File: src/rtl/change_dispense_ctrl_if.sv
// Signal bundle between the vending core / coin ejectors and the change
// dispense sequencer. The master side drives requests and ejector feedback.
interface change_dispense_ctrl_if;
    logic       start;
    logic [7:0] change_in;
    logic       empty_25;
    logic       empty_10;
    logic       empty_5;
    logic       eject_ack;
    logic [2:0] eject_req;
    logic       busy;
    logic       done;
    logic       fault;
    logic [7:0] shortfall;
    logic [5:0] n_quarters;
    logic [5:0] n_dimes;
    logic [5:0] n_nickels;

    modport master (
        output start, change_in, empty_25, empty_10, empty_5, eject_ack,
        input  eject_req, busy, done, fault, shortfall,
               n_quarters, n_dimes, n_nickels
    );

    modport slave (
        input  start, change_in, empty_25, empty_10, empty_5, eject_ack,
        output eject_req, busy, done, fault, shortfall,
               n_quarters, n_dimes, n_nickels
    );
endinterface

File: src/rtl/change_dispense_ctrl.sv
// Greedy change dispenser: breaks a cent amount into quarter/dime/nickel
// ejections, one ejector at a time over a req/ack handshake.
module change_dispense_ctrl #(
    parameter int GAP_CYCLES  = 4,
    parameter int ACK_TIMEOUT = 1000
) (
    input  logic                   clk,
    input  logic                   reset,
    change_dispense_ctrl_if.slave  bus
);

    localparam int GW = (GAP_CYCLES > 1) ? $clog2(GAP_CYCLES) : 1;
    localparam int TW = (ACK_TIMEOUT > 1) ? $clog2(ACK_TIMEOUT) : 1;

    localparam logic [2:0] REQ_25 = 3'b100;
    localparam logic [2:0] REQ_10 = 3'b010;
    localparam logic [2:0] REQ_5  = 3'b001;

    typedef enum logic [2:0] {
        S_IDLE,
        S_PICK,
        S_EJECT,
        S_GAP,
        S_DONE
    } state_t;

    state_t          r_state;
    logic [7:0]      r_remaining;
    logic [GW-1:0]   r_gap_cnt;
    logic [TW-1:0]   r_tmo_cnt;
    logic [2:0]      r_eject_req;
    logic            r_fault;
    logic [7:0]      r_shortfall;
    logic [5:0]      r_n_quarters;
    logic [5:0]      r_n_dimes;
    logic [5:0]      r_n_nickels;

    state_t          w_state_nxt;
    logic [7:0]      w_remaining_nxt;
    logic [GW-1:0]   w_gap_cnt_nxt;
    logic [TW-1:0]   w_tmo_cnt_nxt;
    logic [2:0]      w_eject_req_nxt;
    logic            w_fault_nxt;
    logic [7:0]      w_shortfall_nxt;
    logic [5:0]      w_n_quarters_nxt;
    logic [5:0]      w_n_dimes_nxt;
    logic [5:0]      w_n_nickels_nxt;

    logic [2:0]      w_pick_req;
    logic [7:0]      w_coin_val;

    // Greedy choice; empty flags only matter where this is consumed (PICK).
    always_comb begin
        w_pick_req = 3'b000;
        if (r_remaining >= 8'd25 && !bus.empty_25) begin
            w_pick_req = REQ_25;
        end else if (r_remaining >= 8'd10 && !bus.empty_10) begin
            w_pick_req = REQ_10;
        end else if (r_remaining >= 8'd5 && !bus.empty_5) begin
            w_pick_req = REQ_5;
        end
    end

    always_comb begin
        case (r_eject_req)
            REQ_25:  w_coin_val = 8'd25;
            REQ_10:  w_coin_val = 8'd10;
            REQ_5:   w_coin_val = 8'd5;
            default: w_coin_val = 8'd0;
        endcase
    end

    always_comb begin
        // NOTE: every next-value defaults to its current register first, so no
        // path through the case below can leave a signal unassigned and infer a latch.
        w_state_nxt      = r_state;
        w_remaining_nxt  = r_remaining;
        w_gap_cnt_nxt    = r_gap_cnt;
        w_tmo_cnt_nxt    = r_tmo_cnt;
        w_eject_req_nxt  = r_eject_req;
        w_fault_nxt      = r_fault;
        w_shortfall_nxt  = r_shortfall;
        w_n_quarters_nxt = r_n_quarters;
        w_n_dimes_nxt    = r_n_dimes;
        w_n_nickels_nxt  = r_n_nickels;

        case (r_state)
            S_IDLE: begin
                if (bus.start) begin
                    w_remaining_nxt  = bus.change_in;
                    w_fault_nxt      = 1'b0;
                    w_shortfall_nxt  = 8'd0;
                    w_n_quarters_nxt = 6'd0;
                    w_n_dimes_nxt    = 6'd0;
                    w_n_nickels_nxt  = 6'd0;
                    w_state_nxt      = S_PICK;
                end
            end

            S_PICK: begin
                if (w_pick_req != 3'b000) begin
                    w_eject_req_nxt = w_pick_req;
                    w_tmo_cnt_nxt   = '0;
                    w_state_nxt     = S_EJECT;
                end else begin
                    w_shortfall_nxt = r_remaining;
                    w_state_nxt     = S_DONE;
                end
            end

            S_EJECT: begin
                if (bus.eject_ack) begin
                    w_eject_req_nxt = 3'b000;
                    w_remaining_nxt = r_remaining - w_coin_val;
                    if (r_eject_req == REQ_25) w_n_quarters_nxt = r_n_quarters + 6'd1;
                    if (r_eject_req == REQ_10) w_n_dimes_nxt    = r_n_dimes + 6'd1;
                    if (r_eject_req == REQ_5)  w_n_nickels_nxt  = r_n_nickels + 6'd1;
                    if (GAP_CYCLES == 0) begin
                        w_state_nxt = S_PICK;
                    end else begin
                        w_gap_cnt_nxt = '0;
                        w_state_nxt   = S_GAP;
                    end
                end else if (r_tmo_cnt == TW'(ACK_TIMEOUT - 1)) begin
                    // Unacknowledged coin is not deducted from what we owe.
                    w_eject_req_nxt = 3'b000;
                    w_fault_nxt     = 1'b1;
                    w_shortfall_nxt = r_remaining;
                    w_state_nxt     = S_DONE;
                end else begin
                    w_tmo_cnt_nxt = r_tmo_cnt + 1'b1;
                end
            end

            S_GAP: begin
                if (r_gap_cnt == GW'(GAP_CYCLES - 1)) begin
                    w_state_nxt = S_PICK;
                end else begin
                    w_gap_cnt_nxt = r_gap_cnt + 1'b1;
                end
            end

            S_DONE: begin
                w_state_nxt = S_IDLE;
            end

            default: begin
                w_state_nxt     = S_IDLE;
                w_eject_req_nxt = 3'b000;
            end
        endcase
    end

    // NOTE: sequential state uses non-blocking assignments so every register
    // samples the pre-edge values, independent of statement order.
    always_ff @(posedge clk) begin
        if (reset) begin
            r_state      <= S_IDLE;
            r_remaining  <= 8'd0;
            r_gap_cnt    <= '0;
            r_tmo_cnt    <= '0;
            r_eject_req  <= 3'b000;
            r_fault      <= 1'b0;
            r_shortfall  <= 8'd0;
            r_n_quarters <= 6'd0;
            r_n_dimes    <= 6'd0;
            r_n_nickels  <= 6'd0;
        end else begin
            r_state      <= w_state_nxt;
            r_remaining  <= w_remaining_nxt;
            r_gap_cnt    <= w_gap_cnt_nxt;
            r_tmo_cnt    <= w_tmo_cnt_nxt;
            r_eject_req  <= w_eject_req_nxt;
            r_fault      <= w_fault_nxt;
            r_shortfall  <= w_shortfall_nxt;
            r_n_quarters <= w_n_quarters_nxt;
            r_n_dimes    <= w_n_dimes_nxt;
            r_n_nickels  <= w_n_nickels_nxt;
        end
    end

    assign bus.eject_req  = r_eject_req;
    assign bus.busy       = (r_state != S_IDLE);
    assign bus.done       = (r_state == S_DONE);
    assign bus.fault      = r_fault;
    assign bus.shortfall  = r_shortfall;
    assign bus.n_quarters = r_n_quarters;
    assign bus.n_dimes    = r_n_dimes;
    assign bus.n_nickels  = r_n_nickels;

endmodule
File: src/flat_wrapper.sv
// flat-port wrapper written by rule: the top's interface ports become plain ports
module change_dispense_ctrl_flat 
#(
    parameter int GAP_CYCLES  = 4,
    parameter int ACK_TIMEOUT = 1000
)
  (clk, reset, bus_start, bus_change_in, bus_empty_25, bus_empty_10, bus_empty_5, bus_eject_ack, bus_eject_req, bus_busy, bus_done, bus_fault, bus_shortfall, bus_n_quarters, bus_n_dimes, bus_n_nickels);
  change_dispense_ctrl_if bus_i ();
  input  logic clk;
  input  logic reset;
  input wire logic [$bits(bus_i.start)-1:0] bus_start;
  input wire logic [$bits(bus_i.change_in)-1:0] bus_change_in;
  input wire logic [$bits(bus_i.empty_25)-1:0] bus_empty_25;
  input wire logic [$bits(bus_i.empty_10)-1:0] bus_empty_10;
  input wire logic [$bits(bus_i.empty_5)-1:0] bus_empty_5;
  input wire logic [$bits(bus_i.eject_ack)-1:0] bus_eject_ack;
  output wire logic [$bits(bus_i.eject_req)-1:0] bus_eject_req;
  output wire logic [$bits(bus_i.busy)-1:0] bus_busy;
  output wire logic [$bits(bus_i.done)-1:0] bus_done;
  output wire logic [$bits(bus_i.fault)-1:0] bus_fault;
  output wire logic [$bits(bus_i.shortfall)-1:0] bus_shortfall;
  output wire logic [$bits(bus_i.n_quarters)-1:0] bus_n_quarters;
  output wire logic [$bits(bus_i.n_dimes)-1:0] bus_n_dimes;
  output wire logic [$bits(bus_i.n_nickels)-1:0] bus_n_nickels;
  assign bus_i.start = bus_start;
  assign bus_i.change_in = bus_change_in;
  assign bus_i.empty_25 = bus_empty_25;
  assign bus_i.empty_10 = bus_empty_10;
  assign bus_i.empty_5 = bus_empty_5;
  assign bus_i.eject_ack = bus_eject_ack;
  assign bus_eject_req = bus_i.eject_req;
  assign bus_busy = bus_i.busy;
  assign bus_done = bus_i.done;
  assign bus_fault = bus_i.fault;
  assign bus_shortfall = bus_i.shortfall;
  assign bus_n_quarters = bus_i.n_quarters;
  assign bus_n_dimes = bus_i.n_dimes;
  assign bus_n_nickels = bus_i.n_nickels;
  change_dispense_ctrl #(.GAP_CYCLES(GAP_CYCLES), .ACK_TIMEOUT(ACK_TIMEOUT)) u_core (.clk(clk), .reset(reset), .bus(bus_i));
endmodule
File: config.mk
export PLATFORM = sky130hd
export DESIGN_NAME = change_dispense_ctrl_flat
export DESIGN_NICKNAME = d
export VERILOG_FILES = /design/src/rtl/change_dispense_ctrl_if.sv /design/src/rtl/change_dispense_ctrl.sv /design/src/flat_wrapper.sv
export SDC_FILE = /design/constraint.sdc
export NUM_CORES = 1
export LEC_CHECK = 0
export CORE_ASPECT_RATIO = 0.8
export CORE_UTILIZATION = 53
export DETAILED_ROUTE_END_ITERATION = 7
export PLACE_DENSITY_LB_ADDON = 0.05
export RECOVER_POWER = 25
export REMOVE_ABC_BUFFERS = 1
export SLEW_MARGIN = 20
export SYNTH_ARGS = -nofsm -noshare
export SYNTH_HDL_FRONTEND = slang
export SYNTH_SLANG_ARGS = --single-unit
File: constraint.sdc
create_clock -name clk -period 3 [get_ports clk]
set_input_delay 0.45 -clock clk [delete_from_list [all_inputs] [get_ports clk]]
set_output_delay 0.45 -clock clk [all_outputs]
set_load 0.005 [all_outputs]
# ---- Word level (Yosys, flattened, before mapping)
# Index checks and enable logic that the tools add are counted.
dict set report classes {
  n_addsub 6
  mul 0
  div_mod_pow 0
  magnitude_cmp 3
  eq_ne 22
  shift 0
  muxes 43
  bitwise_logic 1
  n_reduce_logical 24
}
# cell count
set op_table {}
lappend op_table {{$mux W8} 6}
lappend op_table {{$mux W6} 7}
lappend op_table {{$pmux W6 S2} 3}
lappend op_table {{$mux W10} 3}
lappend op_table {{$mux W3} 10}
lappend op_table {{$pmux W8 S3} 1}
lappend op_table {{$pmux W10 S2} 1}
lappend op_table {{$reduce_and A4 Y1} 5}
lappend op_table {{$add A6 B1 Y6 const B} 3}
lappend op_table {{$pmux W8 S2} 1}
lappend op_table {{$pmux W5 S3} 1}
lappend op_table {{$ne A2 B1 Y1 const B} 6}
lappend op_table {{$ne A2 B2 Y1 const B} 6}
lappend op_table {{$pmux W3 S4} 1}
lappend op_table {{$reduce_and A3 Y1} 4}
lappend op_table {{$add A10 B1 Y10 const B} 1}
lappend op_table {{$eq A10 B10 Y1 const B} 1}
lappend op_table {{$eq A3 B2 Y1 const B} 3}
lappend op_table {{$pmux W3 S3} 1}
lappend op_table {{$reduce_bool A3 Y1} 3}
lappend op_table {{$ge A8 B3 Y1 const B} 1}
lappend op_table {{$ge A8 B4 Y1 const B} 1}
lappend op_table {{$ge A8 B5 Y1 const B} 1}
lappend op_table {{$sub A8 B5 Y8} 1}
lappend op_table {{16 further kinds} 28}
dict set report word_totals {
  ff_bits 53
  latchBits 0
  ram_bits 0
  mem_bits_ro 0
  in_bits 15
  n_memories 0
}

# ---- Depth between registers and ports, before layout
dict set report depth {
  depth_word 8
  mapped_depth 11
}

# ---- Least setup slack after synthesis
# OpenSTA, ideal clock, no wires.
dict set report synth_path {
  path_type {flip-flop to flip-flop}
  startpoint {reg u_core.r_eject_req[1] (netlist: u_core.bus.eject_req[1])}
  endpoint {reg u_core.r_remaining[5]}
  setup_ps 74
  arrival_ps 2244
  required_ps 2926
  path_slack_ps 681
  stages_incl_launch_ff 9
  path_buffers 0
  synth_period_minus_slack_ps 2319
  cell_sequence {dfxtp_1 > or3b_2 > ha_1 > nor2b_1 > o21ai_0 > a21oi_1 > a211oi_1 > mux2_2 > a31oi_1}
}
dict set report synth_between {
  elab_chain_len 5
}
# element line
set synth_lines {}
lappend synth_lines {{start, declared} change_dispense_ctrl.sv:31} ;# logic [2:0] r_eject_req;
lappend synth_lines {{start signal, assigned} change_dispense_ctrl.sv:173} ;# r_eject_req <= w_eject_req_nxt;
lappend synth_lines {{$eq A3 B1 Y1 (tied with other cells)} change_dispense_ctrl.sv:65} ;# case (r_eject_req)
lappend synth_lines {{$pmux W5 S3 (*)} change_dispense_ctrl.sv:65}
lappend synth_lines {{$sub A8 B5 Y8 (*)} change_dispense_ctrl.sv:114} ;# w_remaining_nxt = r_remaining - w_coin_val;
lappend synth_lines {{$mux W8 (*)} change_dispense_ctrl.sv:112} ;# if (bus.eject_ack) begin
lappend synth_lines {{$pmux W8 S2 (*)} change_dispense_ctrl.sv:87} ;# case (r_state)
lappend synth_lines {{end signal, assigned} change_dispense_ctrl.sv:170} ;# r_remaining <= w_remaining_nxt;
lappend synth_lines {{end, declared} change_dispense_ctrl.sv:28} ;# logic [7:0] r_remaining;
# Every way passes the cells marked *; elsewhere a longest branch is shown, timed or not. The select of a mux whose other input is x is not followed.
# A chain may end at the register's enable or synchronous reset.

# ---- Worst setup path in the final report
dict set report layout_path {
  startpoint {reg u_core.r_eject_req[2] (netlist: u_core.bus.eject_req[2])}
  endpoint {reg u_core.r_remaining[4]}
}
# Same word-level chain as after synthesis.

==> impl_metrics.py <==
metrics = {
    "drt": {
        "vias_per_cell": 5.66,
        "routedWlPerCell_um": 14.4,
        "via_count": 2373,
        "drc": 0,
        "drt-initial-drc-count": 163,
        "ant_nets": 0,
        "totalWireLength_mm": 6.02,
        "drt_pass1_iterations": 4,
    },
    "grt": {
        "grt_pass1_vias": 2139,
        "grt-ovfl-total": 0,
        "grt_max_degree": 18,
        "grt_pass1_wl_mm": 9.86,
        "antenna_found_initial": 0,
        "grt_usage_pct": 23.7,
    },
    "clock_network": {
        "postCtsSetupBuffers": 0,
        "hold_buffers": 0,
        "cts_resized": 0,
        "cts_buffers": 5,
        "clock_latency_ps": 300,
        "cts.clk_slew.worst_paths_ps": 90,
        "cts_root_buf": "clkbuf_8",
        "clkSinkCount": 53,
        "cts_max_level": 2,
        "cts_buffer_depth": 2,
        "cts_tree": "done",
    },
    "setup_path": {
        "cp_num_buf_inv": 0,
        "worst_r2r_endpoint": "u_core.r_remaining[4]$_SDFFE_PP0P_",
        "path_cells": "nor2_1 -> nand2_1 -> nand2_1 -> ha_1 -> fa_1 -> nand2b_1 -> a21boi_0 -> o21a_1 -> nor3_1 -> a211oi_1 -> nor3_1",
        "regToRegSetupSlack_ps": 470,
        "cpPeakStageDelay_ps": 440,
        "critPathLaunchType": "register",
        "critPathKind": "register to register",
        "worst-path-max-fanout": 6,
        "crit_family": "compound AO/OA/AOI/OAI gates",
        "cp.required_ps": 3180,
        "slowest_stage": "dfxtp_1",
        "critPathArrivalTime_ps": 2710,
        "reg2reg_depth": 11,
        "rr_startpoint": "u_core.bus.eject_req[2]$_SDFFE_PP0P_",
        "crit_path_end_kind": "register",
    },
    "power_and_ir_drop": {
        "vdd_ir_drop_max_v": 0.000301,
        "seqPwrFrac_pct": 47.2,
        "intPower_mw": 1.16,
        "p_sw_mw": 0.577,
        "finalPower_mw": 1.74,
        "p_clk_share_pct": 23.3,
        "p_comb_share_pct": 29.6,
        "power_density_nw_per_um2": 525,
        "p_leak_nw": 1.28,
        "p_sw_share_pct": 33.2,
    },
    "run": {
        "drv_cap": 0,
    },
    "floorplanning": {
        "die_h_um": 66.1,
        "rows": 22,
        "die_x_um": 82.1,
        "initial_core_util_pct": 57.1,
        "io_pins": 47,
        "dieArea_um2": 5430,
        "core_region_area_um2": 4760,
    },
    "synth": {
        "synthMuxAreaShare_pct": 2.30,
        "ys_seq_elements": 53,
        "ys_types": 54,
        "synth.largest_area_cell": "dfxtp_1",
        "synth_top_family_by_area": "simple AND/OR/NAND/NOR gates",
        "synth_fa_ha_area_share_pct": 5.33,
        "synth_edf_count": 0,
        "yosys.area_share.simple_pct": 24.9,
        "yosys-top-cells-area": "dfxtp_1, nor2_1, xor2_1",
        "netlist_area_um2": 2720,
        "synth-seq-area-share_pct": 39.0,
        "synth.avg_cell_area_um2": 8.64,
        "async_flop_share_pct": 0,
        "synth_flop_cell": "dfxtp_1",
        "synth_compound_area_share_pct": 18.6,
        "ys_warn_count": 0,
        "synth_top_area_share_pct": 39.0,
        "syn_inst": 315,
        "yosys.area_share.xor_xnor_pct": 7.08,
    },
    "timing": {
        "slew_violations": 0,
        "rsz0062_at_grt": "no",
        "period_share_pct": 84.2,
        "slew_headroom_pct": 57.9,
        "hold_viol": 0,
        "fin_ws_ps": 475,
        "fin_crit_ps": 2530,
        "tns_ps": 0,
        "whs_ps": 471,
        "tightestPinTransition_ps": 632,
        "fmax_mhz": 396,
        "fin_skew_ps": 8.54,
        "final-setup-viol-count": 0,
    },
    "hold_path": {
        "hold_end": "u_core.bus.shortfall[6]$_SDFFE_PP0P_",
        "hp-class": "register to register",
        "whs_path_depth": 1,
        "hp-start": "u_core.bus.shortfall[6]$_SDFFE_PP0P_",
    },
    "placed_design": {
        "dp_hpwl_mm": 4.44,
        "dp_slack_ps": 450,
        "place.gp.congestion": 0.834,
        "port_buffers": 46,
    },
    "final_layout": {
        "seq_area_um2": 1060,
        "layout-drive-gt1-share_pct": 6.96,
        "area_growth_syn_to_layout_pct": 21.7,
        "multi_input_area_um2": 1580,
        "diodes": 0,
        "finalNetCount": 385,
        "fillers": 405,
    },
    "outcome": {
        "status": "complete, no violations",
    },
}
cells in the final DEF, fill, tap and decap left out, types with 2 or more instances in the layout:
| cell | synthesis | routed |
|---|---|---|
| a211oi_1 | 7 | 7 |
| a21oi_1 | 18 | 18 |
| a22o_1 | 8 | 8 |
| a22oi_1 | 3 | 3 |
| a31oi_1 | 4 | 4 |
| and2_1 | 3 | 3 |
| and3_1 | 4 | 4 |
| buf_4 | 0 | 3 |
| clkbuf_1 | 8 | 2 |
| clkbuf_8 | 0 | 6 |
| clkdlybuf4s50_1 | 0 | 26 |
| dfxtp_1 | 53 | 53 |
| dlygate4sd3_1 | 0 | 20 |
| ha_1 | 10 | 10 |
| inv_1 | 5 | 5 |
| mux2_2 | 2 | 2 |
| mux2i_1 | 4 | 4 |
| nand2_1 | 31 | 31 |
| nand2b_1 | 8 | 8 |
| nand3_1 | 9 | 9 |
| nand3b_1 | 2 | 2 |
| nand4_1 | 9 | 9 |
| nor2_1 | 46 | 46 |
| nor2b_1 | 2 | 2 |
| nor3_1 | 11 | 11 |
| o21ai_0 | 8 | 8 |
| o221a_2 | 2 | 2 |
| o22ai_1 | 2 | 2 |
| or3_1 | 4 | 4 |
| or3_2 | 2 | 2 |
| xnor2_1 | 3 | 3 |
| xor2_1 | 19 | 19 |
per-stage QoR:
stage,std cells,util (%),area (um2)
2_1_floorplan,302,-,2660
4_1_cts,419,69.6,3310
6_report,419,69.5,3310
3_5_place_dp,412,67.8,3230
3_3_place_gp,412,67.8,3230
5_1_grt,419,69.5,3310
worst max path at each step:
stage                                              start                                 end  cells after the start
CTS                 u_core.bus.eject_req[1]$_SDFFE_PP0P_  u_core.r_remaining[5]$_SDFFE_PP0P_                      8
global route        u_core.bus.eject_req[2]$_SDFFE_PP0P_  u_core.r_remaining[4]$_SDFFE_PP0P_                     11
floorplan           u_core.bus.eject_req[1]$_SDFFE_PP0P_  u_core.r_remaining[5]$_SDFFE_PP0P_                      8
global placement                             bus_empty_5    u_core.r_tmo_cnt[5]$_SDFFE_PP0P_                      7
detailed placement                           bus_empty_5    u_core.r_tmo_cnt[5]$_SDFFE_PP0P_                      7
finish              u_core.bus.eject_req[2]$_SDFFE_PP0P_  u_core.r_remaining[4]$_SDFFE_PP0P_                     11
Yosys cell counts (all sizes together) (3+ instances only):
cell type  number
a22o            8
dfxtp          53
mux2i           4
nand3           9
nor2           47
and2            3
or3             6
inv             5
a21oi          18
nand2          31
xnor2           3
o21ai          10
and3            4
a211oi          7
nor3           11
xor2           19
nand4           9
ha             10
clkbuf          8
buf             5
nand2b          8
a31oi           4
a22oi           3
flip-flops by register name (all words and copies together), names as in the netlist:
register	cells
u_core.r_tmo_cnt	10
u_core.bus.shortfall	8
u_core.r_remaining	8
u_core.bus.n_dimes	6
u_core.bus.n_nickels	6
u_core.bus.n_quarters	6
u_core.bus.eject_req	3
u_core.r_state	3
u_core.r_gap_cnt	2
u_core.bus.fault	1
routing by layer:
| layer | track usage [%] | share of wire, % | vias to the layer above | wire length, um |
|---|---|---|---|---|
| met5 | 0 | 0 | - | 0 |
| met4 | 5.48 | 0.23 | 0 | 14 |
| met3 | 4.69 | 5.2 | 2 | 314 |
| met2 | 35.2 | 43 | 56 | 2570 |
| met1 | 34.7 | 52 | 1104 | 3120 |
| li1 | - | - | 1211 | - |
cell type report:
| cell class | instances | area share (%) |
|---|---|---|
| multi-input cells | 244 | 47.8 |
| inverters | 5 | 0.567 |
| flip-flops and latches | 53 | 32.0 |
| clock buffers | 7 | 2.61 |
| repair buffers | 50 | 14.7 |
| well taps | 60 | 2.27 |
kinds of logic (layout without fill, tap and decap cells):
family / count (synthesis) / count (layout)
and+or+nand+nor: 138 / 138
DFF: 53 / 53
AOI/OAI and AO/OA: 67 / 67
xor gates and xnor gates: 22 / 22
buffers and inverters: 18 / 62
muxes: 6 / 6
adders and majority gates: 11 / 11
power by group through the flow:
stage          clock network (mW)  logic, mW  registers (mW)
2_1_floorplan                   0      0.360           0.816
3_3_place_gp                    0      0.505           0.832
3_5_place_dp                    0      0.513           0.834
4_1_cts                     0.414      0.517           0.817
5_1_grt                     0.443      0.573           0.827
6_report                    0.404      0.513           0.819
worst register-to-register path, delay by kind of cell, from the launching register on:
kind,cells,cell delay [ps]
simple gates,6,600
flops,1,440
fa+ha+maj,2,660
compound gates,3,730
(Power assumes the default switching activity.)
